**src/rtl/ctrl_pkg.sv**
```systemverilog
// ctrl_pkg: shared state encoding and datapath op encoding for control_unit
package ctrl_pkg;
  typedef enum logic [2:0] {
    S_IDLE,
    S_CLEAR,
    S_COUNT_UP,
    S_COUNT_DOWN,
    S_DONE
  } state_e;
  localparam logic OP_ADD = 1'b0;
  localparam logic OP_SUB = 1'b1;
endpackage

```
**src/rtl/control_unit_if.sv**
```systemverilog
// control_unit_if: request/flag inputs (start stop dir clr_req z m) and datapath controls/status (op c_ld c_clr busy done)
interface control_unit_if;
  logic start;
  logic stop;
  logic dir;
  logic clr_req;
  logic z;
  logic m;
  logic op;
  logic c_ld;
  logic c_clr;
  logic busy;
  logic done;
  modport master (
    input  start, stop, dir, clr_req, z, m,
    output op, c_ld, c_clr, busy, done
  );
  modport slave (
    output start, stop, dir, clr_req, z, m,
    input  op, c_ld, c_clr, busy, done
  );
endinterface

```
**src/rtl/tick_gen.sv**
```systemverilog
// tick_gen: prescaler (clk, rst async active-low, en, sync clr) pulsing tick on every DIV-th enabled cycle
module tick_gen #(
  parameter int DIV = 50_000_000
) (
  input  logic clk,
  input  logic rst,
  input  logic en,
  input  logic clr,
  output logic tick
);
  localparam int W = DIV > 1 ? $clog2(DIV) : 1;
  logic [W-1:0] presc_q, presc_d;
  always_comb begin
    tick = en & (presc_q == W'(DIV - 1));
    presc_d = clr ? '0 : tick ? '0 : en ? presc_q + 1'b1 : presc_q;
  end
  always_ff @(posedge clk or negedge rst)
    if (!rst) presc_q <= '0;
    else      presc_q <= presc_d;
endmodule

```
**src/rtl/control_unit.sv**
```systemverilog
// control_unit: counter control FSM (clk, rst async active-low, bus master) sequencing clear/start/stop/direction with prescaled saturating steps
module control_unit
  import ctrl_pkg::*;
#(
  parameter int DIV = 50_000_000
) (
  input  logic clk,
  input  logic rst,
  control_unit_if.master bus
);
  state_e state_q, state_d;
  logic op_q, op_d, start_q, start_evt, tick, count, flag;
  always_comb begin
    start_evt = bus.start & ~start_q;
    count = (state_q == S_COUNT_UP) | (state_q == S_COUNT_DOWN);
    flag = (state_q == S_COUNT_UP) ? bus.m : bus.z;
    state_d = state_q;
    op_d = op_q;
    case (state_q)
      S_IDLE:
        if (bus.clr_req) state_d = S_CLEAR;
        else if (!bus.stop && start_evt) begin
          state_d = bus.dir ? S_COUNT_DOWN : S_COUNT_UP;
          op_d = bus.dir ? OP_SUB : OP_ADD;
        end
      S_CLEAR: state_d = S_IDLE;
      S_COUNT_UP, S_COUNT_DOWN:
        state_d = bus.clr_req ? S_CLEAR : bus.stop ? S_IDLE : (tick & flag) ? S_DONE : state_q;
      default: state_d = S_IDLE;
    endcase
  end
  // Any state change restarts the prescaler, so each count run begins with a full DIV period.
  tick_gen #(.DIV(DIV)) u_tick (
    .clk (clk),
    .rst (rst),
    .en  (count),
    .clr (state_d != state_q),
    .tick(tick)
  );
  assign bus.op    = op_q;
  assign bus.busy  = count;
  assign bus.c_ld  = count & tick & ~flag & ~bus.clr_req & ~bus.stop;
  assign bus.c_clr = state_q == S_CLEAR;
  assign bus.done  = state_q == S_DONE;
  always_ff @(posedge clk or negedge rst)
    if (!rst) begin
      state_q <= S_IDLE;
      op_q <= OP_ADD;
      start_q <= 1'b0;
    end else begin
      state_q <= state_d;
      op_q <= op_d;
      start_q <= bus.start;
    end
endmodule

```
**src/flat_wrapper.sv**
```systemverilog
// flat-port wrapper written by rule: the top's interface ports become plain ports
module control_unit_flat import ctrl_pkg::*;
#(
  parameter int DIV = 50_000_000
)
  (clk, rst, bus_start, bus_stop, bus_dir, bus_clr_req, bus_z, bus_m, bus_op, bus_c_ld, bus_c_clr, bus_busy, bus_done);
  control_unit_if bus_i ();
  input  logic clk;
  input  logic rst;
  input wire logic [$bits(bus_i.start)-1:0] bus_start;
  input wire logic [$bits(bus_i.stop)-1:0] bus_stop;
  input wire logic [$bits(bus_i.dir)-1:0] bus_dir;
  input wire logic [$bits(bus_i.clr_req)-1:0] bus_clr_req;
  input wire logic [$bits(bus_i.z)-1:0] bus_z;
  input wire logic [$bits(bus_i.m)-1:0] bus_m;
  output wire logic [$bits(bus_i.op)-1:0] bus_op;
  output wire logic [$bits(bus_i.c_ld)-1:0] bus_c_ld;
  output wire logic [$bits(bus_i.c_clr)-1:0] bus_c_clr;
  output wire logic [$bits(bus_i.busy)-1:0] bus_busy;
  output wire logic [$bits(bus_i.done)-1:0] bus_done;
  assign bus_i.start = bus_start;
  assign bus_i.stop = bus_stop;
  assign bus_i.dir = bus_dir;
  assign bus_i.clr_req = bus_clr_req;
  assign bus_i.z = bus_z;
  assign bus_i.m = bus_m;
  assign bus_op = bus_i.op;
  assign bus_c_ld = bus_i.c_ld;
  assign bus_c_clr = bus_i.c_clr;
  assign bus_busy = bus_i.busy;
  assign bus_done = bus_i.done;
  control_unit #(.DIV(DIV)) u_core (.clk(clk), .rst(rst), .bus(bus_i));
endmodule
```
**config.mk**
```make
export PLATFORM = sky130hd
export DESIGN_NAME = control_unit_flat
export DESIGN_NICKNAME = d
export VERILOG_FILES = /design/src/rtl/ctrl_pkg.sv /design/src/rtl/control_unit_if.sv /design/src/rtl/tick_gen.sv /design/src/rtl/control_unit.sv /design/src/flat_wrapper.sv
export SDC_FILE = /design/constraint.sdc
export NUM_CORES = 1
export LEC_CHECK = 0
export ABC_AREA = 1
export CORE_MARGIN = 1
export CORE_UTILIZATION = 35
export DETAILED_ROUTE_END_ITERATION = 8
export PLACE_DENSITY = 0.49
export SYNTH_ARGS = -nofsm -noshare
export SYNTH_HDL_FRONTEND = slang
export SYNTH_HIERARCHICAL = 1
export SYNTH_SLANG_ARGS = --single-unit
```
**constraint.sdc**
```tcl
create_clock -name clk -period 2.75 [get_ports clk]
set_input_delay 0.55 -clock clk [delete_from_list [all_inputs] [get_ports clk]]
set_output_delay 0.55 -clock clk [all_outputs]
set_load 0.05 [all_outputs]
```
# ---- Word level (Yosys, flattened, before mapping)
# Index checks and enable logic that the tools add are counted.
dict set report word_totals {
  reg_bits 31
  inputBits 8
  wordCells 41
}
dict set report op_classes {
  add_sub_neg 1
  n_eq_ne 6
  muxes 12
  bitwise 12
  n_reduce_logical 6
}
# operator n
set ops {}
lappend ops {{$mux 26} 3}
lappend ops {{$add 26x1->26 const B} 1}
lappend ops {{$eq 26x26->1 const B} 1}
lappend ops {{$mux 3} 5}
lappend ops {{$and 1x1->1} 7}
lappend ops {{$eq 3x2->1 const B} 2}
lappend ops {{$pmux 3 s2} 1}
lappend ops {{$not 1->1} 4}
lappend ops {{$eq 3x1->1 const B} 1}
lappend ops {{$eq 3x3->1 const B} 1}
lappend ops {{$logic_not 3->1} 1}
lappend ops {{$mux 1} 3}
lappend ops {{$ne 3x3->1} 1}
lappend ops {{$reduce_and 3->1} 1}
lappend ops {{$reduce_bool 3->1} 1}
lappend ops {{$reduce_or 2->1} 1}
lappend ops {{$logic_and 1x1->1} 1}
lappend ops {{$logic_not 1->1} 1}
lappend ops {{$or 1x1->1} 1}

# ---- Depth between registers and ports, before layout
# Gate-level depths: netlist of the first run.
dict set report logic_depth {
  ltp_word 10
  depth_mapped 22
  depth_no_buf 22
}

# ---- Hierarchy
# Netlist of the first run, hierarchy kept.
# mod n_inst cells_per_inst area_per_inst_um2 seq_area_each_um2
set by_module_without_submodules {}
lappend by_module_without_submodules {tick_gen 1 259 1780.5 650.6}
lappend by_module_without_submodules {control_unit 1 46 345.3 125.1}

# ---- Worst setup path before layout of the first run
# Ideal clock, no wire load.
dict set report synth_path {
  kind {reg2out}
  startpoint {register u_core.state_q[2]}
  endpoint {output bus_c_ld}
  t_arrival_ns 2.051
  path_slack_ns 0.149
  stages_incl_launch_ff 8
  path_buffers 0
  path_cell_list {dfrtp_1 > nor2_4 > nand4_1 > nor2_1 > nand3_4 > inv_1 > nand2_1 > nor2_1}
}
dict set report synth_between {
  elab_chain_cells 7
  elab_cells_between_ends 10
  cone_classes {eq/ne: 2; mux: 1; bitwise: 7}
}
# element line
set synth_rtl {}
lappend synth_rtl {{start: declaration} control_unit.sv:11} ;# state_e state_q, state_d;
lappend synth_rtl {{start signal: assignment} control_unit.sv:51} ;# state_q <= state_d;
lappend synth_rtl {{$eq 3x2->1} control_unit.sv:15} ;# count = (state_q == S_COUNT_UP) | (state_q == S_COUNT_DOWN);
lappend synth_rtl {{$or 1x1->1 *} control_unit.sv:15}
lappend synth_rtl {{via bus_busy} flat_wrapper.sv:19} ;# output wire logic [$bits(bus_i.busy)-1:0] bus_busy;
lappend synth_rtl {{$and 1x1->1 *} tick_gen.sv:14} ;# tick = en & (presc_q == W'(DIV - 1));
lappend synth_rtl {{via u_core.tick} control_unit.sv:12} ;# logic op_q, op_d, start_q, start_evt, tick, count, flag;
lappend synth_rtl {{$and 1x1->1 * (4 in series)} control_unit.sv:42} ;# assign bus.c_ld = count & tick & ~flag & ~bus.clr_req & ~bus.stop;
lappend synth_rtl {{end: declaration} flat_wrapper.sv:17} ;# output wire logic [$bits(bus_i.c_ld)-1:0] bus_c_ld;
# Mark *: on every way through the listed nets, which the timed path passes. The rest lies on a longest branch.

# ---- Worst setup path in the final report of the first run
dict set report layout_path {
  startpoint {register u_core.u_tick.presc_q[1]}
  endpoint {register u_core.u_tick.presc_q[4]}
}
dict set report layout_between {
  elab_chain_cells 9
  elab_cells_between_ends 13
  cone_classes {add/sub: 1; eq/ne: 2; mux: 7; bitwise: 2; reduce/logical: 1}
}
# element line
set layout_rtl {}
lappend layout_rtl {{start: declaration} tick_gen.sv:12} ;# logic [W-1:0] presc_q, presc_d;
lappend layout_rtl {{start signal: assignment} tick_gen.sv:19} ;# else presc_q <= presc_d;
lappend layout_rtl {{$eq 26x26->1 *} tick_gen.sv:14}
lappend layout_rtl {{$and 1x1->1 *} tick_gen.sv:14}
lappend layout_rtl {{via u_core.tick} control_unit.sv:12}
lappend layout_rtl {{$and 1x1->1 *} control_unit.sv:28} ;# state_d = bus.clr_req ? S_CLEAR : bus.stop ? S_IDLE : (tick & flag) ? S_DONE : state_q;
lappend layout_rtl {{$mux 3 * (3 in series)} control_unit.sv:28}
lappend layout_rtl {{$pmux 3 s2 *} control_unit.sv:19} ;# case (state_q)
lappend layout_rtl {{via u_core.state_d[0]} control_unit.sv:11}
lappend layout_rtl {{$ne 3x3->1 *} control_unit.sv:37} ;# .clr (state_d != state_q),
lappend layout_rtl {{$reduce_bool 3->1 (no source line) or $mux 26 (tied branches)} n/a}
# Mark *: on every way through the listed nets, which the timed path passes. The rest lies on a longest branch. The select of a mux whose other input is x is not followed.
# A chain may end at the register's enable or synchronous reset.

==> results.md, run 1 <==
* Area growth, synth to finish at 18.7%
* Slowest stage delay, CP at 0.38 ns
* Cts hold-fix bufs at 0
* Min-Delay Path Depth at 1
* Final setup vio count at 0
* CTS tree: done
* Gate Count Post-Synth at 305
* Residual DRC count at 0
* Layout cells sized above 1 at 20.4%
* Number of global-route vias before repair at 1941
* Final instance area at 2520 µm²
* Final Routed Wirelength at 5190 µm
* Routed wire per std cell at 12.7 µm
* Crit Path Max Fanout at 5
* Final hold vios at 0
* Max clock buf depth at 2
* Diode count at 0
* RR Endpoint: u_core/u_tick/presc_q[4]$_DFFE_PN0P_
* Max IR drop VDD at 301 µV
* Port bufs at 12
* H-tree levels at 2
* CP most frequent cell: nand2_1
* Netlist cell types at 28
* Startpoint type of the worst setup path: flop
* Pwr Total at 0.00143 W
* Core footprint at 5890 µm²
* First-pass GRT wire length at 9140 µm
* Post-synthesis sequential area ratio at 36.5%
* Die area at 6390 µm²
* DR vias/cell at 4.76
* Filler Cell Count at 643
* # nets final at 342
* Kind of critical path: flop to flop
* I/O Pins at 13
* Worst R2R Setup Slack at 0.26 ns
* Initial antenna violation count at 0
* Worst path required time at 2.92 ns
* Num Clock Sinks at 31
* Gpl congestion at 0.825
* Die X at 79.9 µm
* Area occupied by multi-input gates at 1170 µm²
* Synth warnings at 6
* Die Y at 79.9 µm
* Max-slew violations at 0
* Fin util at 42.9%
* Worst Hold Class: flop to flop
* Crit. End Element: flop
* Setup tns final at 0 ns
* Post-synthesis register bit count at 31
* Worst-path cell chain: ha_2 -> inv_1 -> nor2_4 -> nand2_2 -> nor2_4 -> nand3_4 -> inv_2 -> nand3_1 -> nand2_1 -> nand2_1 -> nand2_1 -> nand2_2 -> nand2_1 -> nand3_2 -> nor2_2 -> buf_4 -> nor2_1 -> nor2_1 -> nor3_2
* Min cycle time layout at 2.49 ns
* Reg-to-reg critical path startpoint: u_core/u_tick/presc_q[1]$_DFFE_PN0P_
* Met3 wire len at 127 µm
* Worst reg2reg path depth at 19
* P per Cell Area at 568 nW/µm²
* Status: completed
* Starting density of the core at 36.1%
* Slew headroom at 66.6%
* Max-cap viol count at 0
* WP data arrival at 2.67 ns
* Vias at 1942
* Post-synthesis area per instance at 6.97 µm²
* Dpl hpwl at 3920 µm
* Gr usage total at 18.9%
* Sequential cell area at 776 µm²
* Highest-delay cell along the critical path: dfrtp_1
* M1 WL at 2670 µm
* Post-synth EDFFs at 0
* F_max at 401 MHz
* Period utilisation layout at 90.7%
* Starting DRT DRC Count at 92
* Antenna Nets Post-Route at 0
* Clock Latency Late Sink at 0.29 ns
* Post-synth ARST share at 100%
* Clock root buffer: clkbuf_8
* Syn Nets at 314
* Post-synthesis cell area at 2130 µm²
* Met2 routed wirelength at 2360 µm
* Worst-margin pin slew at 0.500 ns
* Worst Setup SP: u_core/u_tick/presc_q[1]$_DFFE_PN0P_
* GR Overflow Total at 0
* Most frequent cells in the layout: nand2_1 (74), nor2_1 (51), inv_1 (35)
* TritonRoute pass-1 iters at 4
* Clock transition at path regs at 0.08 ns
* Hold Startpoint: u_core/bus.op$_DFFE_PN0P_
* Hold worst-path end: u_core/bus.op$_DFFE_PN0P_
* Synth Flop Type: dfrtp_1
* Commonest non-fill, non-tap cell in the layout: nand2_1
* Core Rows at 28
* Clock Skews at 0.00943 ns
* Largest net degree at the start of global routing at 32
* Highest routed layer: met4
* Cell Area, Placed at 2400 µm²
* LEAKAGE at 1.05 nW
* Total CTS buffers at 5
synthesized netlist by cell type, types with 2 or more instances:
library cell	number	area, µm²
nand2_1	75	282
nor2_1	51	191
inv_1	36	135
dfrtp_1	31	776
nand3_1	24	120
inv_2	11	41.3
nand4_1	11	68.8
nor3_1	11	55.1
nor2_2	9	56.3
nor2_4	6	67.6
nand2_2	5	31.3
nor3_2	5	50.1
o21ai_1	5	25.0
a21oi_1	4	20.0
xor2_1	3	26.3
buf_6	2	22.5
nand2_4	2	22.5
nand3_2	2	20.0
o21ai_0	2	10.0
xnor2_1	2	17.5
metal layers:
metal | track usage (%) | vias up
li1 | - | 1012
met1 | 26.2 | 900
met2 | 29.2 | 28
met3 | 4.11 | 2
met4 | 5.36 | 0
met5 | 0 | -
cells by family (layout without fill, tap and decap cells):
logic type      Yosys count  count (layout)  synth area share [%]
compound gates           12              12                  2.88
fa+ha+maj                 1               1                 0.588
xor+xnor                  5               5                  2.06
flops                    31              31                  36.5
buf+inv                  50              78                  9.59
mux                       1               1                 0.530
simple gates            205             205                  47.9
per-stage QoR:
stage / hold WS (ns) / std cells / setup WS (ns)
after floorplan: 0.254 / 305 / 0.149
after global routing: 0.542 / 408 / -0.0254
after detailed placement: 0.483 / 399 / 0.0758
after global placement: 0.489 / 399 / 0.0609
final: 0.493 / 408 / 0.256
after CTS: 0.499 / 406 / 0.0911
how the worst max path moves through the flow:
stage                                                  to  cells past startpoint  slack, ns
floorplan                                        bus_c_ld                      7       0.15
global placement     u_core/u_tick/presc_q[4]$_DFFE_PN0P_                     19       0.06
detailed placement   u_core/u_tick/presc_q[4]$_DFFE_PN0P_                     12       0.08
CTS                  u_core/u_tick/presc_q[4]$_DFFE_PN0P_                     19       0.09
global route        u_core/u_tick/presc_q[15]$_DFFE_PN0P_                     19      -0.03
finish               u_core/u_tick/presc_q[4]$_DFFE_PN0P_                     19       0.26
registers in the layout (all words and copies together), names as in the netlist:
register,cells
u_core/bus.op,1
u_core/u_tick/presc_q,26
u_core/start_q,1
u_core/state_q,3
worst max-delay path: cells and delay by family (launching register included):
kind / cells / cell delay (ns)
simple gates: 15 / 1.44
flops: 1 / 0.38
buf+inv: 3 / 0.34
fa+ha+maj: 1 / 0.20
repair_timing:
item                                    4_1_cts  5_1_grt
resized for setup                             0        6
setup buffers                                 0        2
endpoints found under the setup margin        0       25
report_power, final:
group	switching [W]	internal (W)	leakage [nW]	total (W)
combinational	0.000394	0.000169	0.580	0.000563
sequential	0.0000161	0.000475	0.427	0.000491
clock	0.000183	0.000197	0.0470	0.000379
total	0.000592	0.000841	1.05	0.00143
final cells by class:
type	count	area share, %
repair buffers	24	8.73
clock inverters	1	0.198
well taps	75	3.72
flip-flops and latches	31	30.8
inverters	47	6.99
multi-input cells	224	46.3
clock buffers	6	3.27
(Power assumes the default switching activity.)
==> inputs of run 2 (changes only) <==
--- a/config.mk
+++ b/config.mk
@@ -6,10 +6,12 @@
 export NUM_CORES = 1
 export LEC_CHECK = 0
 export ABC_AREA = 1
+export CELL_PAD_IN_SITES_DETAIL_PLACEMENT = 1
+export CELL_PAD_IN_SITES_GLOBAL_PLACEMENT = 1
 export CORE_MARGIN = 1
 export CORE_UTILIZATION = 35
 export DETAILED_ROUTE_END_ITERATION = 8
-export PLACE_DENSITY = 0.49
+export PLACE_DENSITY = 0.64
 export SYNTH_ARGS = -nofsm -noshare
 export SYNTH_HDL_FRONTEND = slang
 export SYNTH_HIERARCHICAL = 1
==> run 2 against run 1 <==
Against the previous run: critical path depth grew 1; clock-buffer cell count grew 2; non-clock buffer count grew 5; wire length grew 12%; hold slack gained 0.0023 ns; clock skew shrank 0.0048 ns; largest cell class unchanged.
==> results.md, run 2 (synthesized netlist as in run 1, its figures left out) <==
* Status: completed
* Die area at 6390 µm² (unchanged)
* Vias at 1955 (+0.67%)
* Reg-to-reg critical path startpoint: u_core/u_tick/presc_q[15]$_DFFE_PN0P_
* Worst-margin pin slew at 0.501 ns (+0.000603 ns)
* CTS tree: done
* Num Clock Sinks at 31 (unchanged)
* Hold Startpoint: u_core/bus.op$_DFFE_PN0P_
* First-pass GRT wire length at 9850 µm (+7.8%)
* Max clock buf depth at 2 (unchanged)
* Gr usage total at 20.5% (+1.6 points)
* Largest net degree at the start of global routing at 32 (unchanged)
* Commonest non-fill, non-tap cell in the layout: nand2_1
* Antenna Nets Post-Route at 0 (unchanged)
* Core footprint at 5890 µm² (unchanged)
* Most frequent cells in the layout: nand2_1 (73), nor2_1 (49), inv_1 (35)
* Die Y at 79.9 µm (unchanged)
* Max-slew violations at 0 (unchanged)
* Crit Path Max Fanout at 7 (+2)
* Sw power at 0.000605 W (+2.1%)
* Filler Cell Count at 773 (+20%)
* LEAKAGE at 1.10 nW (+4.7%)
* Worst Hold Class: flop to flop
* Min-Delay Path Depth at 1 (unchanged)
* Routed wire per std cell at 14.1 µm (+11%)
* Number of global-route vias before repair at 2018 (+4.0%)
* RSZ-0062 raised after global routing: no
* Clock transition at path regs at 0.07 ns (about the same)
* P per Cell Area at 587 nW/µm² (+3.3%)
* Switching Share at 39.8% (-1.5 points)
* # nets final at 347 (+1.5%)
* Cell Area, Placed at 2410 µm² (+0.63%)
* Crit. End Element: flop
* GR Overflow Total at 0 (unchanged)
* Worst path required time at 2.97 ns (+0.05 ns)
* Diode count at 0 (unchanged)
* Startpoint type of the worst setup path: flop
* RR Endpoint: u_core/u_tick/presc_q[25]$_DFFE_PN0P_
* Residual DRC count at 0 (unchanged)
* Final Routed Wirelength at 5840 µm (+12%)
* Period utilisation layout at 91.7% (+1.0 points)
* Clock root buffer: clkbuf_8
* Final setup vio count at 0 (unchanged)
* Top flop regs: u_core/u_tick/presc_q (26), u_core/state_q (3)
* Dpl hpwl at 4450 µm (+14%)
* TritonRoute pass-1 iters at 4 (unchanged)
* Min cycle time layout at 2.52 ns (+0.0282 ns)
* Internal power at 0.000915 W (+8.8%)
* Final hold vios at 0 (unchanged)
* Starting density of the core at 36.1% (unchanged)
* WP data arrival at 2.74 ns (+0.07 ns)
* Initial antenna violation count at 0 (unchanged)
* Worst R2R Setup Slack at 0.23 ns (-0.03 ns)
* Max reg flops at 26 (unchanged)
* H-tree levels at 2 (unchanged)
* Die X at 79.9 µm (unchanged)
* F_max at 397 MHz (-1.1%)
* Final instance area at 2590 µm² (+2.6%)
* Core Rows at 28 (unchanged)
* Setup tns final at 0 ns (unchanged)
* Flop pwr share at 32.4% (-1.9 points)
* Slew headroom at 66.5% (about the same)
* Worst reg2reg path depth at 20 (+1)
* Max-cap viol count at 0 (unchanged)
* Max IR drop VDD at 374 µV (+24%)
* Hold worst-path end: u_core/bus.op$_DFFE_PN0P_
* Worst Setup SP: u_core/u_tick/presc_q[15]$_DFFE_PN0P_
* Comb pwr share at 40.7% (+1.4 points)
* Biggest register: u_core/u_tick/presc_q
* Clock Skews at 0.00461 ns (-0.00481 ns)
* DR vias/cell at 4.72 (-0.79%)
* Clock Latency Late Sink at 0.29 ns (about the same)
* Cts hold-fix bufs at 0 (unchanged)
* Area growth, synth to finish at 21.8%
* Layout cells sized above 1 at 23.0% (+2.6 points)
* Total CTS buffers at 5 (unchanged)
* I/O Pins at 13 (unchanged)
* Gpl congestion at 0.770 (-6.7%)
* Port bufs at 12 (unchanged)
* Clock power frac at 27.0% (+0.5 points)
* Starting DRT DRC Count at 64 (-30%)
* Kind of critical path: flop to flop
[run 2: changes by cell type in the layout (fill, tap and decap cells not counted), sizes merged]
cell,change
buf,+5
clkbuf,+2
clkinv,-1
[run 2: worst max path at each step]
stage,end,slack [ns],depth (start not counted)
after floorplan,bus_c_ld,0.15,7
after global placement,u_core/u_tick/presc_q[4]$_DFFE_PN0P_,0.09,12
after detailed placement,u_core/u_tick/presc_q[19]$_DFFE_PN0P_,0.03,13
after CTS,u_core/u_tick/presc_q[19]$_DFFE_PN0P_,0.08,20
after global routing,u_core/u_tick/presc_q[21]$_DFFE_PN0P_,0.007,20
final,u_core/u_tick/presc_q[25]$_DFFE_PN0P_,0.23,20
[run 2: layout make-up]
class | instances | area [µm²] | share of cell area, %
Multi-Input combinational cell | 224 | 1180 | 45.8
Sequential cell | 31 | 776 | 30.0
Timing Repair Buffer | 29 | 258 | 9.96
Inverter | 47 | 176 | 6.81
Clock buffer | 8 | 100 | 3.87
Tap cell | 75 | 93.8 | 3.62
[run 2: per-layer routing]
layer  wire, µm  share of wire (%)  GRT usage [%]  up-vias
li1           -                  -              -     1029
met1       2920                 50           27.3      909
met2       2750                 47           33.2       11
met3        102                1.7           4.11        6
met4         70                1.2           6.25        0
met5          0                  0              0        -
[run 2: stage by stage]
stage | setup slack [ns] | power (W) | std cells | hold WS [ns] | util (%)
final | 0.228 | 0.00152 | 414 | 0.496 | 44.0
after floorplan | 0.149 | 0.000882 | 305 | 0.254 | -
after CTS | 0.0824 | 0.00148 | 409 | 0.503 | 42.7
after detailed placement | 0.0307 | 0.00107 | 401 | 0.484 | 41.0
after global routing | 0.00696 | 0.00161 | 414 | 0.526 | 44.0
after global placement | 0.0943 | 0.00106 | 401 | 0.480 | 41.0
[run 2: what timing repair did]
| action | 4_1_cts | 5_1_grt |
|---|---|---|
| buffers inserted | 0 | 5 |
| gates resized for setup | 0 | 11 |
| endpoints found under the setup margin | 0 | 22 |
[run 2: critical path: stages, from the launching register on]
cell and delay (ns):
dfrtp_1 0.48, nand2_1 0.13, inv_2 0.08, nand2_1 0.06, nor2_1 0.18, nand3_4 0.14, inv_2 0.09, nand3_1 0.10
nand2_1 0.07, nand2_1 0.05, nand2_1 0.09, nand3_1 0.09, nand3_2 0.11, inv_2 0.06, nand2_4 0.11, nand3_2 0.12
nor2_4 0.20, nand3_1 0.10, nand2_1 0.08, inv_1 0.04, nor2_1 0.10
[run 2: power by group through the flow]
stage                     Clock (W)  Sequential, W  Combinational [W]
final                      0.000410       0.000492           0.000619
after detailed placement          0       0.000500           0.000570
after global placement            0       0.000501           0.000562
after floorplan                   0       0.000527           0.000355
after global routing       0.000445       0.000495           0.000672
after CTS                  0.000421       0.000492           0.000569
==> inputs of run 3 (changes only) <==
--- a/config.mk
+++ b/config.mk
@@ -9,9 +9,9 @@
 export CELL_PAD_IN_SITES_DETAIL_PLACEMENT = 1
 export CELL_PAD_IN_SITES_GLOBAL_PLACEMENT = 1
 export CORE_MARGIN = 1
-export CORE_UTILIZATION = 35
+export CORE_UTILIZATION = 30
 export DETAILED_ROUTE_END_ITERATION = 8
-export PLACE_DENSITY = 0.64
+export PLACE_DENSITY = 0.56
 export SYNTH_ARGS = -nofsm -noshare
 export SYNTH_HDL_FRONTEND = slang
 export SYNTH_HIERARCHICAL = 1
==> run 3 against run 2 <==
Against the previous run: total power shrank 2.8%; sequential share of layout area hardly changed; first-iteration DRC count decreased by 50%; clock power decreased by 1%; utilization down 6.1 points; fmax is 1.6% higher; die area grew 16%; critical path depth rose by 1; global-route usage is 2.5 points lower; largest power group unchanged.
==> results.md, run 3 (synthesized netlist as in run 1, its figures left out) <==
* First-pass GRT wire length at 10200 µm (+3.1%)
* Max reg flops at 26 (unchanged)
* Port bufs at 12 (unchanged)
* Antenna Nets Post-Route at 0 (unchanged)
* Max-cap viol count at 0 (unchanged)
* Highest-delay cell along the critical path: dfrtp_1
* I/O Pins at 13 (unchanged)
* # nets final at 344 (-0.86%)
* Starting DRT DRC Count at 32 (-50%)
* Worst path required time at 2.92 ns (-0.05 ns)
* Biggest register: u_core/u_tick/presc_q
* Worst-margin pin slew at 0.494 ns (-0.00699 ns)
* Worst-path cell chain: ha_2 -> inv_1 -> nor2_4 -> nand2_2 -> nor2_4 -> nand3_4 -> inv_2 -> nand3_1 -> nand2_1 -> nand2_1 -> nand2_1 -> nand2_2 -> nand2_1 -> nand3_2 -> inv_2 -> nand2_4 -> nand2_1 -> nor2_2 -> nand2_1 -> xor2_1 -> nor2_2
* Hold WS at 0.500 ns (+0.00424 ns)
* Starting density of the core at 31.1% (-5.0 points)
* Setup tns final at 0 ns (unchanged)
* Routed wire per std cell at 13.9 µm (-1.2%)
* Clock Skews at 0.00427 ns (-0.000342 ns)
* Slew headroom at 67.0% (+0.47 points)
* Layout cells sized above 1 at 21.4% (-1.6 points)
* DR vias/cell at 4.58 (-3.1%)
* Worst Hold Class: flop to flop
* CP most frequent cell: nand2_1
* Slowest stage delay, CP at 0.38 ns (-0.10 ns)
* Max-slew violations at 0 (unchanged)
* Residual DRC count at 0 (unchanged)
* Filler Cell Count at 894 (+16%)
* Top flop regs: u_core/u_tick/presc_q (26), u_core/state_q (3)
* Final setup vio count at 0 (unchanged)
* Clock Latency Late Sink at 0.28 ns (about the same)
* Commonest non-fill, non-tap cell in the layout: nand2_1
* Final hold vios at 0 (unchanged)
* Number of global-route vias before repair at 1998 (-0.99%)
* Area growth, synth to finish at 21.6%
* RSZ-0062 raised after global routing: no
* Die Y at 86.2 µm (+7.8%)
* Largest net degree at the start of global routing at 32 (unchanged)
* Diode count at 0 (unchanged)
* Kind of critical path: flop to flop
* Startpoint type of the worst setup path: flop
* Cell family with most CP delay: simple AND/OR/NAND/NOR gates
* Status: completed
* Max clock buf depth at 2 (unchanged)
* Max IR drop VDD at 255 µV (-32%)
* F_max at 403 MHz (+1.6%)
* Initial antenna violation count at 0 (unchanged)
* Period utilisation layout at 90.3% (-1.4 points)
* Core Rows at 30 (+7.1%)
* CTS tree: done
* TritonRoute pass-1 iters at 4 (unchanged)
* Core footprint at 6830 µm² (+16%)
* Final Routed Wirelength at 6020 µm (+3.1%)
* H-tree levels at 2 (unchanged)
* Gr usage total at 18.0% (-2.5 points)
* GR Overflow Total at 0 (unchanged)
* P per Cell Area at 572 nW/µm² (-2.7%)
* Die X at 86.2 µm (+7.8%)
* Crit. End Element: flop
* Clock transition at path regs at 0.07 ns (about the same)
* LEAKAGE at 1.08 nW (-2.1%)
* Min cycle time layout at 2.48 ns (-0.0393 ns)
* Most frequent cells in the layout: nand2_1 (74), nor2_1 (49), inv_1 (35)
* Crit Path Max Fanout at 6 (-1)
* Die area at 7430 µm² (+16%)
* Total CTS buffers at 5 (unchanged)
* Clock root buffer: clkbuf_8
* WP data arrival at 2.65 ns (-0.09 ns)
* WP buf/inv at 3 (-1)
* Dpl hpwl at 4700 µm (+5.5%)
* Num Clock Sinks at 31 (unchanged)
* Gpl congestion at 0.753 (-2.2%)
* Vias at 1977 (+1.1%)
run 3: path summary, 6_finish.rpt:
path                       cells after the start                                 start  slack (ns)                               endpoint
max                                           21  u_core/u_tick/presc_q[1]$_DFFE_PN0P_        0.27  u_core/u_tick/presc_q[15]$_DFFE_PN0P_
min                                            1             u_core/bus.op$_DFFE_PN0P_        0.50              u_core/bus.op$_DFFE_PN0P_
max reg2reg                                   21  u_core/u_tick/presc_q[1]$_DFFE_PN0P_        0.27  u_core/u_tick/presc_q[15]$_DFFE_PN0P_
min reg2reg                                    1             u_core/bus.op$_DFFE_PN0P_        0.50              u_core/bus.op$_DFFE_PN0P_
max in group asynchronous                      2                                   rst        1.74  u_core/u_tick/presc_q[16]$_DFFE_PN0P_
min in group asynchronous                      2                                   rst        0.68   u_core/u_tick/presc_q[5]$_DFFE_PN0P_
run 3: cell type report:
type                            instances  area [µm²]  area share, %
Tap cell                               96         120           4.65
Sequential cell                        31         776           30.0
Timing Repair Buffer                   26         235           9.10
Multi-Input combinational cell        224        1180           45.5
Clock buffer                            8         100           3.87
Inverter                               47         176           6.82
run 3: power breakdown:
part | leakage (nW) | internal, W | switching [W]
Clock | 0.0515 | 0.000229 | 0.000177
Sequential | 0.427 | 0.000475 | 0.0000185
Combinational | 0.602 | 0.000174 | 0.000404
run 3: repair_timing:
item | in CTS | in global routing
resized for setup | 0 | 9
buffers inserted | 0 | 1
hold buffers | 0 | 0
endpoints found under the setup margin | 0 | 19
run 3: worst reg2reg max path, delay by kind of cell, from the launching register on:
| kind | cells | cell delay (ns) |
|---|---|---|
| xor+xnor | 1 | 0.18 |
| simple gates | 16 | 1.37 |
| buf+inv | 3 | 0.24 |
| fa+ha+maj | 1 | 0.20 |
| flops | 1 | 0.38 |
run 3: through the flow:
stage | setup slack (ns) | area, µm² | total power [W] | util (%) | cells
CTS | 0.0545 | 2550 | 0.00150 | 37.3 | 431
detailed placement | -0.00395 | 2450 | 0.00107 | 35.8 | 423
floorplan | 0.149 | 2130 | 0.000882 | - | 305
finish | 0.267 | 2580 | 0.00148 | 37.8 | 432
global route | 0.00530 | 2580 | 0.00157 | 37.8 | 432
global placement | 0.0664 | 2450 | 0.00108 | 35.8 | 423
run 3: routing by layer:
| metal | share of wire, % | track usage, % | routed length [µm] |
|---|---|---|---|
| met1 | 51 | 25.4 | 3100 |
| met2 | 46 | 28.1 | 2750 |
| met3 | 1.7 | 3.24 | 104 |
| met4 | 1.1 | 5.00 | 65 |
| met5 | 0 | 0 | 0 |
